`src/rtl/mempipe_sched.sv`:
```
// mempipe_sched: mm0-stage arbiter for the memory pipe.
// Picks at most one of NREQ requesters per cycle (starving requesters first,
// then round-robin), and registers the winner into the mm1 stage.
module mempipe_sched #(
    parameter int NREQ          = 3,
    parameter int PKT_W         = 64,
    parameter int STARVE_THRESH = 8
) (
    input  logic                  clk,
    input  logic                  reset,
    input  logic [NREQ-1:0]       req_valid_mm0,
    input  logic [NREQ*PKT_W-1:0] req_pkt_mm0,
    output logic [NREQ-1:0]       gnt_mm0,
    input  logic                  pipe_block_mm0,
    input  logic                  flush,
    output logic                  pipe_valid_mm1,
    output logic [PKT_W-1:0]      pipe_pkt_mm1,
    output logic [NREQ-1:0]       pipe_src_mm1,
    output logic [NREQ-1:0]       starve_mm0,
    output logic                  idle
);

    localparam int CNT_W = $clog2(STARVE_THRESH + 1);
    localparam int PTR_W = (NREQ > 1) ? $clog2(NREQ) : 1;
    localparam logic [CNT_W-1:0] THRESH  = CNT_W'(STARVE_THRESH);
    localparam logic [PTR_W-1:0] LAST_ID = PTR_W'(NREQ - 1);

    logic [PTR_W-1:0] rr_ptr;
    logic [CNT_W-1:0] starve_cnt [NREQ];
    logic [NREQ-1:0]  starving_req;
    logic [PTR_W-1:0] gnt_idx;
    logic             gnt_any;
    logic             stalled;
    logic [PKT_W-1:0] gnt_pkt;

    // Requester index k slots above the round-robin pointer, wrapping at NREQ.
    function automatic logic [PTR_W-1:0] rr_slot(input logic [PTR_W-1:0] ptr, input int k);
        int j;
        j = int'(ptr) + k;
        if (j >= NREQ) j -= NREQ;
        return PTR_W'(j);
    endfunction

    assign stalled = pipe_block_mm0 || flush;

    // Starving flag: counter has saturated at the threshold.
    always_comb begin
        for (int i = 0; i < NREQ; i++) begin
            starve_mm0[i] = (starve_cnt[i] == THRESH);
        end
    end

    // Grant selection: lowest-index starving requester, else first valid
    // requester at or above rr_ptr. Nothing is granted while stalled or in reset.
    always_comb begin
        // NOTE: every output of this block gets a default first so no path
        // leaves a value unassigned, which would otherwise infer a latch.
        gnt_any      = 1'b0;
        gnt_idx      = '0;
        gnt_mm0      = '0;
        starving_req = req_valid_mm0 & starve_mm0;
        if (!(reset || stalled)) begin
            if (|starving_req) begin
                gnt_any = 1'b1;
                // Descending scan: the last hit, i.e. the lowest index, wins.
                for (int i = NREQ - 1; i >= 0; i--) begin
                    if (starving_req[i]) gnt_idx = PTR_W'(i);
                end
            end else if (|req_valid_mm0) begin
                gnt_any = 1'b1;
                // Descending distance from rr_ptr: the nearest valid slot wins.
                for (int k = NREQ - 1; k >= 0; k--) begin
                    if (req_valid_mm0[rr_slot(rr_ptr, k)]) gnt_idx = rr_slot(rr_ptr, k);
                end
            end
        end
        if (gnt_any) gnt_mm0[gnt_idx] = 1'b1;
    end

    assign gnt_pkt = req_pkt_mm0[gnt_idx*PKT_W +: PKT_W];

    // Round-robin pointer: moves just past the winner, holds when nothing granted.
    always_ff @(posedge clk) begin
        // NOTE: sequential state is updated with non-blocking assignments so
        // every register samples pre-edge values regardless of block order.
        if (reset) begin
            rr_ptr <= '0;
        end else if (gnt_any) begin
            rr_ptr <= (gnt_idx == LAST_ID) ? '0 : gnt_idx + 1'b1;
        end
    end

    // Starvation counters: cleared when served or idle, frozen while the pipe
    // is stalled, otherwise count unserved cycles up to the threshold.
    always_ff @(posedge clk) begin
        for (int i = 0; i < NREQ; i++) begin
            if (reset) begin
                starve_cnt[i] <= '0;
            end else if (!req_valid_mm0[i] || gnt_mm0[i]) begin
                starve_cnt[i] <= '0;
            end else if (!stalled && starve_cnt[i] != THRESH) begin
                starve_cnt[i] <= starve_cnt[i] + 1'b1;
            end
        end
    end

    // mm1 stage: capture the winner; a flush empties the stage.
    always_ff @(posedge clk) begin
        // NOTE: the packet register is reset too so mm1 leaves reset in a
        // known state even though its contents only matter when valid.
        if (reset) begin
            pipe_valid_mm1 <= 1'b0;
            pipe_src_mm1   <= '0;
            pipe_pkt_mm1   <= '0;
        end else begin
            if (flush) begin
                pipe_valid_mm1 <= 1'b0;
                pipe_src_mm1   <= '0;
            end else begin
                pipe_valid_mm1 <= gnt_any;
                pipe_src_mm1   <= gnt_mm0;
            end
            if (gnt_any) pipe_pkt_mm1 <= gnt_pkt;
        end
    end

    assign idle = !(|req_valid_mm0) && !pipe_valid_mm1;

endmodule
```
`config.mk`:
```
export PLATFORM = sky130hd
export DESIGN_NAME = mempipe_sched
export DESIGN_NICKNAME = d
export VERILOG_FILES = /design/src/rtl/mempipe_sched.sv
export SDC_FILE = /design/constraint.sdc
export NUM_CORES = 1
export LEC_CHECK = 0
export ABC_AREA = 1
export CORE_MARGIN = 5
export CORE_UTILIZATION = 37
export DETAILED_ROUTE_END_ITERATION = 7
export PLACE_DENSITY = 0.76
export SYNTH_ARGS = -nofsm -noshare
export SYNTH_HDL_FRONTEND = slang
export SYNTH_SLANG_ARGS = --single-unit
```
`constraint.sdc`:
```
create_clock -name clk -period 2.6 [get_ports clk]
set_input_delay 0.52 -clock clk [delete_from_list [all_inputs] [get_ports clk]]
set_output_delay 0.52 -clock clk [all_outputs]
set_load 0.1 [all_outputs]
```
## After elaboration in Yosys (flattened, before gate mapping)

Memory sizes are Yosys's and may differ from the RTL's.
Cells that the tools add are included.

| word-level totals | value |
|---|---|
| memory bits (writable) | 12 |
| register bits after elaboration | 70 |
| memories | 1 |
| latch bits | 0 |
| ROM bits | 0 |
| input port bits | 199 |

Memory list:

| memory | words | bits a word | rd ports | clocked after Yosys merged registers in | wr ports | RTL line | RTL |
|---|---|---|---|---|---|---|---|
| starve_cnt | 3 | 4 | 3 | 0 | 3 | 29 | `logic [CNT_W-1:0] starve_cnt [NREQ];` |

| cells by class | value |
|---|---|
| div/mod/pow operators | 0 |
| reductions and logical operators | 19 |
| order comparisons | 8 |
| multipliers | 0 |
| add/sub/neg operators | 9 |
| equality and inequality tests | 7 |
| shifts and indexed selects | 1 |
| mux-type cells | 63 |
| bitwise logic cells | 7 |

Operators with widths:

| cell | number |
|---|---|
| 192-bit by 9-bit indexed part select with 64-bit output | 1 |
| 2-bit two-way mux | 22 |
| 1-bit two-way mux | 30 |
| 4-bit two-way mux | 6 |
| 4-bit by 1-bit adder with 4-bit output (second input constant) | 3 |
| 4-bit equality test (second input constant) | 3 |
| 2-bit by 3-bit less-than comparator with 1-bit output (second input constant) | 4 |
| 4-bit != test (second input constant) | 3 |
| 1-bit binary-select mux with 2-bit select | 3 |
| 3-bit by 2-bit >= comparator with 1-bit output (second input constant) | 2 |
| 1-bit zero test | 6 |
| 1-bit OR | 6 |
| 3-bit OR reduction | 2 |
| 2-bit subtractor (second input constant) | 3 |
| 1-bit logical AND | 5 |
| 1-bit logical OR | 5 |
| 2-bit by 1-bit adder with 3-bit output (second input constant) | 1 |
| 2-bit by 2-bit adder with 3-bit output (second input constant) | 1 |
| 3-bit bitwise AND | 1 |
| 3-bit two-way mux | 1 |
| 2-bit by 1-bit adder with 2-bit output (second input constant) | 1 |
| 1-bit demux with 2-bit select | 1 |
| 2-bit equality test (second input constant) | 1 |
| 2-bit by 1-bit >= comparator with 1-bit output (second input constant) | 1 |
| 2 further kinds | 2 |

## Longest topological paths before layout

Gate-level depths: netlist (run 1).

| logic depth | value |
|---|---|
| depth after elaboration | 25 |
| gate-level depth with buffers | 18 |
| depth with buffers taken out | 17 |

## Worst setup path after synthesis (run 1)

No wires, ideal clock.

| path | value |
|---|---|
| path type | register to output |
| start | reg pipe_valid_mm1 |
| end | out idle |
| arrival | 3.590 ns |
| path slack | -1.510 ns |
| stages on the path, launching flop included | 2 |
| path through | dfxtp_1 -> nor4_1 |

| on the way | value |
|---|---|
| cells in the longest elaborated chain, start to end | 2 |

Ends and longest elaborated chain:

| item | RTL line | RTL |
|---|---|---|
| start: declaration | 16 | `output logic pipe_valid_mm1,` |
| start signal: assignment | 120 | `pipe_valid_mm1 <= gnt_any;` |
| 1-bit zero test | 127 | `assign idle = !(\|req_valid_mm0) && !pipe_valid_mm1;` |
| 1-bit logical AND | 127 |  |
| end: declaration | 20 | `output logic idle` |

No other way between the ends.

## Final worst setup path (run 1)

| path | value |
|---|---|
| start | reg rr_ptr[1] |
| end | out gnt_mm0[0] |

| on the way | value |
|---|---|
| cells in the longest elaborated chain, start to end | 19 |

Ends and longest elaborated chain:

| item | RTL line | RTL |
|---|---|---|
| start: declaration | 28 | `logic [PTR_W-1:0] rr_ptr;` |
| start signal: assignment | 89 | `rr_ptr <= (gnt_idx == LAST_ID) ? '0 : gnt_idx + 1'b1;` |
| 2-bit by 2-bit adder with 3-bit output | 39 | `j = int'(ptr) + k;` |
| 3-bit by 2-bit >= comparator with 1-bit output or 2-bit subtractor (tied branches) | 40 | `if (j >= NREQ) j -= NREQ;` |
| 2-bit two-way mux | 40 |  |
| 2-bit two-way mux | 69 | `end else if (\|req_valid_mm0) begin` |
| 2-bit two-way mux | 63 | `if (\|starving_req) begin` |
| 2-bit two-way mux | 62 | `if (!(reset \|\| stalled)) begin` |
| 1-bit binary-select mux with 2-bit select | 73 | `if (req_valid_mm0[rr_slot(rr_ptr, k)]) gnt_idx = rr_slot(rr_ptr, k);` |
| 1-bit two-way mux (implied by the code) | 73 |  |
| [... 3 more ...] | - |  |
| 2-bit two-way mux * | 69 |  |
| 2-bit two-way mux * | 63 |  |
| 2-bit two-way mux * | 62 |  |
| 2-bit by 3-bit less-than comparator with 1-bit output (implied by the code) or 2-bit by 1-bit >= comparator with 1-bit output (tied branches) | 77 | `if (gnt_any) gnt_mm0[gnt_idx] = 1'b1;` |
| 1-bit logical AND (implied by the code) | 77 |  |
| 1-bit two-way mux (implied by the code) | 77 |  |
| 1-bit demux with 2-bit select * | 77 |  |
| 3-bit two-way mux * | 77 |  |
| end: declaration | 13 | `output logic [NREQ-1:0] gnt_mm0,` |

Mark *: on every way between the ends. The rest lies on a longest branch, timed or not. The select of a mux whose other input is x is not followed.

==> flow_summary_export.csv, run 1 <==
group,metric,value,unit
run_status,status,"finished, final reports clean",
power,ir_drop,0.000286,V
placement,hpwl,14.2,mm
layout,antenna_cells,0,
clocking,clock_sinks,82,
clocking,clk_pin_slew_worst_paths,0.06,ns
critical_path,path_class,"flop to output port",
global_routing,track_usage,22.4,%
floorplan,core_area,0.0139,mm2
layout,fin_util,62.1,%
global_routing,antenna_found_initial,0,
yosys,synth.distinct_cells,31,
global_routing,grt_pass1_vias,6102,
yosys,synth_ff_type,"dfxtp_1",
yosys,syn_nets,998,
global_routing,overflow,0,
critical_path,worstPathArrival,2.07,ns
clocking,cts_made_buffers,9,
yosys,async_flop_share,0,%
power,clock_power_share,29.4,%
yosys,yosys.cell_count.top_type,"nand2_1",
yosys,ys_seq_elements,82,
placement,place.gp.congestion,0.820,
power,swShare,35.1,%
critical_path,crit_start,"rr_ptr[1]$_SDFFE_PP0P_",
power,pwr-share-comb,35.4,%
floorplan,start_util,37.8,%
global_routing,grt_pass1_wl,29.7,mm
critical_path,regToRegStartpoint,"rr_ptr[1]$_SDFFE_PP0P_",
yosys,syn_area,0.00525,mm2
clocking,clock-root-buffer,"clkbuf_16",
detailed_routing,detail-route-antenna-nets,0,
sta,clock.fmax,386,MHz
layout,fillCellCount,1271,
sta,rsz0062_at_grt,"true",
job,cap_violations,0,
min_path,hold_path_class,"flop to flop",
sta,slew_viol_final,0,
yosys,synth_seq_area_share,33.6,%
power,leakage,4.09,nW
critical_path,crit_path_start_kind,"flop",
clocking,htreeDepth,3,
detailed_routing,drc,0,
sta,slew_headroom,66.1,%
placement,place_inst,1233,
floorplan,dieArea,0.0167,mm2
yosys,syn_inst,790,
critical_path,slowest_delay,0.37,ns
power,power.total,3.96,mW
yosys,synth-warning-count,0,
floorplan,die_y,129,um
min_path,worstHoldStart,"rr_ptr[1]$_SDFFE_PP0P_",
detailed_routing,vias,6144,
detailed_routing,routed_wl,19.1,mm
detailed_routing,first_pass_iters,5,
sta,hold_viol,0,
power,internal_power,2.57,mW
critical_path,crit_path_end_kind,"output port",
clocking,cts_tree,"yes",
layout,fin_nets,1284,
sta,worstMarginPinSlew,0.509,ns
yosys,syn_area_per_cell,6.64,um2
detailed_routing,drtIter0Drc,318,
yosys,synth_commonest_cells,"nand2_1 (196), nand3_1 (143), inv_1 (102)",
floorplan,num_io_pins,274,
clocking,cts_buffer_depth,2,
layout,layout-drive-gt1-share,18.8,%
layout,layoutNonFillerInstCount,1260,
sta,fin_crit_sh,99.8,%
critical_path,cp.required,2.08,ns
yosys,synth.area.top_cells,"dfxtp_1 (27%), nand2_1 (14%), nand3_1 (14%)",
power,p_switching,1.39,mW
sta,fin_skew,0.00419,ns
floorplan,placementRows,43,
power,powerDensity,460,mW/mm2
layout,area_growth,64.2,%
yosys,synth-edff-count,12,
critical_path,cp_max_fo,5,
yosys,synth_top_area_cell,"dfxtp_1",
floorplan,fp.dieW,129,um
power,p_seq_share,35.2,%
global_routing,grt_max_degree,46,
yosys,synth_top_area_share,26.7,%
placement,port_buffers,273,
critical_path,cpMostUsedCell,"nand2_4",
sta,fin_crit,2.59,ns
sta,finalSetupViolCount,0,
clocking,worstSkewPairLatency,0.35,ns
critical_path,critical_path.slowest_cell,"dfxtp_4",
detailed_routing,drt-wirelength-per-cell,15.2,um
critical_path,cp_cell_sequence,"inv_1, ha_4, o21ai_0, o21ai_2, nand2_1, nand2_2, nand2_4, nand2_4, nand2_8, nand3_4, clkinvlp_4, buf_12",
detailed_routing,viasPerCell,4.88,
[sequential cells by signal, summed over array words and instances, names as in the netlist]
register,count
rr_ptr,2
starve_cnt,12
pipe_pkt_mm1,64
pipe_valid_mm1,1
pipe_src_mm1,3
[per-stage QoR]
stage	setup WS (ns)	hold slack, ns	TNS (ns)	area (um2)
floorplan	-0.258	0.463	-0.305	5280
global placement	-0.0322	0.476	-0.695	8180
detailed placement	-0.0572	0.483	-0.436	8180
CTS	-0.00113	0.487	-0.00113	8500
global route	-0.122	0.538	-0.157	8610
finish	0.00644	0.516	0	8610
[cell families after synthesis]
kind of cell               synth area share, %
AOI/OAI and AO/OA                         6.18
xor gates and xnor gates                  1.00
adders and majority gates                 2.15
buffers and inverters                     14.2
DFF                                       33.6
and+or+nand+nor                           42.9
[critical path, delay by kind of cell, from the launching register on]
family,cells,cell delay [ns]
DFF,1,0.37
adders and majority gates,1,0.18
AOI/OAI and AO/OA,2,0.36
and+or+nand+nor,6,0.48
buffers and inverters,3,0.33
[power by group through the flow]
stage,clock (mW),sequential [mW],combinational (mW)
after floorplan,0,1.83,0.412
final,1.16,1.40,1.40
after CTS,1.20,1.40,1.38
after detailed placement,0,1.42,1.37
after global routing,1.25,1.40,1.49
after global placement,0,1.42,1.36
[layout by cell type (no fill, tap or decap), drive strengths merged]
master	instances
clkinvlp	1
ha	9
nand2	201
clkdlybuf4s50	195
buf	129
nand4	29
xor2	3
a21oi	17
nor3	1
nand3	164
xnor2	3
o21ai	38
inv	107
nor2	82
dlygate4sd2	3
nor4	1
edfxtp	12
dfxtp	70
clkbuf	15
[final timing paths]
kind | endpoint | slack [ns] | cells after the start
setup reg to reg | starve_cnt[1][3]$_SDFFCE_PN0P_ | 0.26 | 13
hold / removal | rr_ptr[1]$_SDFFE_PP0P_ | 0.52 | 2
hold reg to reg | rr_ptr[1]$_SDFFE_PP0P_ | 0.52 | 2
setup / recovery | gnt_mm0[0] | 0.006 | 12
[layout make-up]
class	count	area, um2	area share, %
timing repair buffer	327	3100	35.9
multi-input combinational	548	2850	33.0
sequential	82	1770	20.5
inverter	108	419	4.87
clock buffer	15	258	2.99
tap	180	225	2.61
[what timing repair did]
action	4_1_cts	5_1_grt
endpoints found under the setup margin	2	2
hold buffers	0	0
pin swaps	2	11
buffers inserted	4	8
resized for setup	12	14
[metal layers]
metal	wire, um	GRT usage [%]	up-vias	share of wire, %
met3	1630	6.84	31	8.5
met2	9620	40.4	221	50
met1	7430	24.7	2793	39
met4	445	8.46	0	2.3
met5	0	0	-	0
li1	-	-	3099	-
Power figures use the tool's default switching activity.
==> run 2: changes to the inputs <==
--- a/config.mk
+++ b/config.mk
@@ -6,6 +6,7 @@
 export NUM_CORES = 1
 export LEC_CHECK = 0
 export ABC_AREA = 1
+export ABC_CLOCK_PERIOD_IN_PS = 2600
 export CORE_MARGIN = 5
 export CORE_UTILIZATION = 37
 export DETAILED_ROUTE_END_ITERATION = 7
==> results of run 2 <==
Same layout as run 1: the final DEF is identical, and so are final timing and power.
